===== src/rtl/instr_loader.sv =====
// Instruction program loader: packs {op, A, B} words into a program memory
// over valid/ready, appends an all-zero terminator on seal, and serves reads.
module instr_loader #(
  parameter int unsigned DEPTH = 64,
  parameter int unsigned AW    = 6,
  parameter int unsigned OPW   = 3,
  parameter int unsigned DW    = 8,
  localparam int unsigned IW   = OPW + 2 * DW
) (
  input  logic          clk,
  input  logic          reset,
  input  logic          in_valid,
  output logic          in_ready,
  input  logic [OPW-1:0] in_op,
  input  logic [DW-1:0]  in_a,
  input  logic [DW-1:0]  in_b,
  input  logic          seal,
  input  logic          clear,
  input  logic [AW-1:0] rd_addr,
  output logic [IW-1:0] rd_data,
  output logic [AW:0]   prog_len,
  output logic          full,
  output logic          sealed,
  output logic          err
);

  typedef enum logic [1:0] {
    LOAD   = 2'd0,
    TERM   = 2'd1,
    SEALED = 2'd2
  } state_t;

  state_t        state, state_next;
  logic [AW-1:0] wr_ptr;
  logic          accept;
  logic [IW-1:0] mem [DEPTH];

  localparam logic [AW-1:0] LAST = AW'(DEPTH - 1);

  assign full     = (wr_ptr == LAST);
  assign in_ready = (state == LOAD) && !full;
  assign accept   = in_valid && in_ready;
  assign prog_len = {1'b0, wr_ptr};
  assign sealed   = (state == SEALED);

  always_comb begin
    state_next = state;
    unique case (state)
      LOAD:    if (seal) state_next = TERM;
      TERM:    state_next = SEALED;
      SEALED:  state_next = SEALED;
      default: state_next = LOAD;
    endcase
  end

  always_ff @(posedge clk) begin
    if (reset) begin
      state   <= LOAD;
      wr_ptr  <= '0;
      err     <= 1'b0;
      rd_data <= '0;
    end else begin
      rd_data <= mem[rd_addr];
      if (clear) begin
        state  <= LOAD;
        wr_ptr <= '0;
        err    <= 1'b0;
      end else begin
        state <= state_next;
        if (accept) wr_ptr <= wr_ptr + 1'b1;
        if (in_valid && (state != LOAD)) err <= 1'b1;
      end
    end
  end

  // Memory has no reset; reset and clear both suppress any write on their edge,
  // which is what aborts a pending terminator.
  always_ff @(posedge clk) begin
    if (!reset && !clear) begin
      if (accept)
        mem[wr_ptr] <= {in_op, in_a, in_b};
      else if (state == TERM)
        mem[wr_ptr] <= '0;
    end
  end

endmodule


===== config.mk =====
export PLATFORM = sky130hd
export DESIGN_NAME = instr_loader
export DESIGN_NICKNAME = d
export VERILOG_FILES = /design/src/rtl/instr_loader.sv
export SDC_FILE = /design/constraint.sdc
export NUM_CORES = 1
export LEC_CHECK = 0
export CAP_MARGIN = 20
export CORE_MARGIN = 2
export CORE_UTILIZATION = 38
export CTS_CLUSTER_SIZE = 28
export DETAILED_ROUTE_END_ITERATION = 10
export GPL_ROUTABILITY_DRIVEN = 0
export PLACE_DENSITY = 0.55
export SLEW_MARGIN = 20
export SYNTH_ARGS = -nofsm -noshare
export SYNTH_HDL_FRONTEND = slang
export SYNTH_SLANG_ARGS = --single-unit

===== constraint.sdc =====
create_clock -name clk -period 4.3 [get_ports clk]
set_input_delay 1.29 -clock clk [delete_from_list [all_inputs] [get_ports clk]]
set_output_delay 1.29 -clock clk [all_outputs]
set_load 0.01 [all_outputs]

==> impl_metrics.yaml <==
logic_synthesis:
  synth_seq_cells: 1244
  synth_flop_cell: "edfxtp_1"
  syn_avg_cell_area_um2: 22.04
  synth-edff-count: 1216
  synth_top_area_share_pct: 76.74
  syn_nets: 2194
  synth_common_cells: "1216 x edfxtp_1, 284 x mux4_2, 81 x nor2_1"
  synth_most_common_cell: "edfxtp_1"
  yosys.area.top_type: "edfxtp_1"
  syn-instance-count: 2159
  synth.area.top_cells: "edfxtp_1 77%, mux4_2 13%, mux2i_1 1.6%, dfxtp_1 1.2%, nor2_1 0.64%"
  ys_seq_area_share_pct: 77.91
  syn-cell-area_um2: 47590
  synthArstFlopShare_pct: 0
  yosys_warnings: 0
  synth_cell_type_count: 44
global_route:
  grt_max_degree: 65
  grt_pass1_vias: 23849
  grt_usage_pct: 19.94
  grt_pass1_wl_um: 179000
  antenna_found_initial: 7
  overflow: 0
floorplanning:
  die_h_um: 357.9
  rows: 129
  core_area_um2: 124000
  ioPinCount: 60
  fp.dieArea_um2: 128100
  die-width_um: 357.9
  initial_core_util_pct: 38.39
cts:
  numCtsBuffers: 132
  clock_latency_ps: 740
  clockBufferDepth: 3
  clockRootBuffer: "clkbuf_16"
  cts.repair.resized: 0
  cts_tree: "done"
  clkTransAtPathRegs_ps: 60
  cts_sinks: 1244
  ctsHtreeMaxLevel: 4
  post_cts_buffers: 0
  hold_buffers: 0
power_and_ir_drop:
  power_leakage_nw: 17.83
  power_frac_comb_pct: 5.3
  pwr-share-clk_pct: 42.7
  p_int_mw: 20.21
  switchingPower_mw: 5.560
  peakVddDrop_mv: 0.3775
  power_frac_seq_pct: 52.0
  swShare_pct: 21.57
  p_total_mw: 25.77
  power_density_nw_per_um2: 459.0
critical_path:
  crit_fanout: 11
  critical_path_required_ps: 3010
  cp_data_arrival_time_ps: 2690
  cp-startpoint: "wr_ptr[4]"
  end_kind: "output pin"
  r2r-start: "wr_ptr[3]"
  crit_type: "flip-flop to output pin"
  startpoint_type: "flip-flop"
  reg2reg_depth: 9
  r2r_setup_slack_ps: 1160
route:
  first_iter_violations: 2617
  wl_per_cell_um: 30.17
  ant_nets: 0
  via_per_inst: 5.583
  via_count: 23374
  routed_wl_um: 126300
  drc_errors: 0
  drtPass1Iterations: 5
cells_and_area:
  fillerInstances: 10358
  diodes: 0
  post-route-cell-area_um2: 56150
  synthToLayoutAreaGrowth_pct: 18.00
  fin_nets: 2480
  fin_util_pct: 45.30
  drive_above_1_share_pct: 31.29
timing:
  fmax_mhz: 251.1
  setup_viol: 0
  relSlewSlack_pct: 31.23
  worstMarginPinSlew_ps: 1024
  fin_skew_ps: 37.74
  timing.hold.ws_ps: 481.3
  finalHoldViolCount: 0
  finalSetupTns_ps: 0
  drv_slew: 0
  fin_crit_sh_pct: 92.60
  rsz0062_at_grt: "no"
  fin_crit_ps: 3982
status:
  status: "completed"
placement:
  placed_area_um2: 51910
  place_hpwl_um: 76880
  port_buffers: 58
hold_path:
  hold_path_class: "flip-flop to flip-flop"
  hold_depth: 2
  hp-start: "err"
flow_run:
  drv_cap: 0
## layout make-up
type	count	area, um2	share of cell area, %
flip-flops and latches	1244	37080	66.03
multi-input cells	788	10170	18.12
clock buffers	174	3573	6.364
repair buffers	272	2594	4.619
well taps	1637	2048	3.648
clock inverters	65	660.6	1.177
inverters	7	26.28	0.04679
## worst max-delay path: stages (launching register included)
cell and delay, ps:
dfxtp_1 830, nand3_1 140, buf_4 240, nor2_1 170, clkdlybuf4s50_1 570
## kinds of logic (layout without fill, tap and decap cells)
logic type / after synthesis / after routing / synth area share, %
adder cells (fa/ha/maj): 5 / 5 / 0.1315
flip-flops: 1244 / 1244 / 77.91
buffers and inverters: 127 / 518 / 1.378
AND/OR/NAND/NOR: 200 / 200 / 1.993
AO/OA/AOI/OAI: 194 / 194 / 2.740
multiplexers: 384 / 384 / 15.76
other: 1 / 1 / 0.007881
XOR/XNOR: 4 / 4 / 0.07361
## per-stage QoR
stage               setup WS (ps)  cells
finish                      318.1   4187
global route                179.2   4187
CTS                         311.7   4186
detailed placement          41.98   3947
global placement            35.88   3946
floorplan                   451.2   2159
## flip-flops by register name, indices dropped and copies added, names as in the netlist
signal	count
mem	1216
err	1
wr_ptr	6
state	2
rd_data	19
## path summary, 6_finish.rpt
kind | endpoint
hold / removal | err
setup / recovery | full
setup reg to reg | mem[56][0]
hold reg to reg | err
## layer usage
layer / track usage [%] / part of all wire (%)
met4: 6.720 / 2.9
met5: 0 / 0.040
met1: 27.28 / 41
met3: 5.471 / 9.1
met2: 30.95 / 47
## power groups by stage
stage	clock network (mW)	registers (mW)	logic, mW
6_report	11.0	13.4	1.37
5_1_grt	11.7	13.4	1.44
4_1_cts	11.2	13.4	1.38
3_5_place_dp	0	13.7	1.38
3_3_place_gp	0	13.7	1.35
2_1_floorplan	0	13.6	0.709
## placed cells by master, fill, tap and decap left out, drive strengths merged, types with 45 or more instances in the layout
cell / netlist / layout
mux2i: 77 / 77
nor2: 81 / 81
a21oi: 50 / 50
edfxtp: 1216 / 1216
clkbuf: 40 / 175
buf: 80 / 217
mux4: 289 / 289
nor2b: 45 / 45
clkdlybuf4s50: 0 / 54
clkinv: 1 / 51
Power figures use the tool's default switching activity.
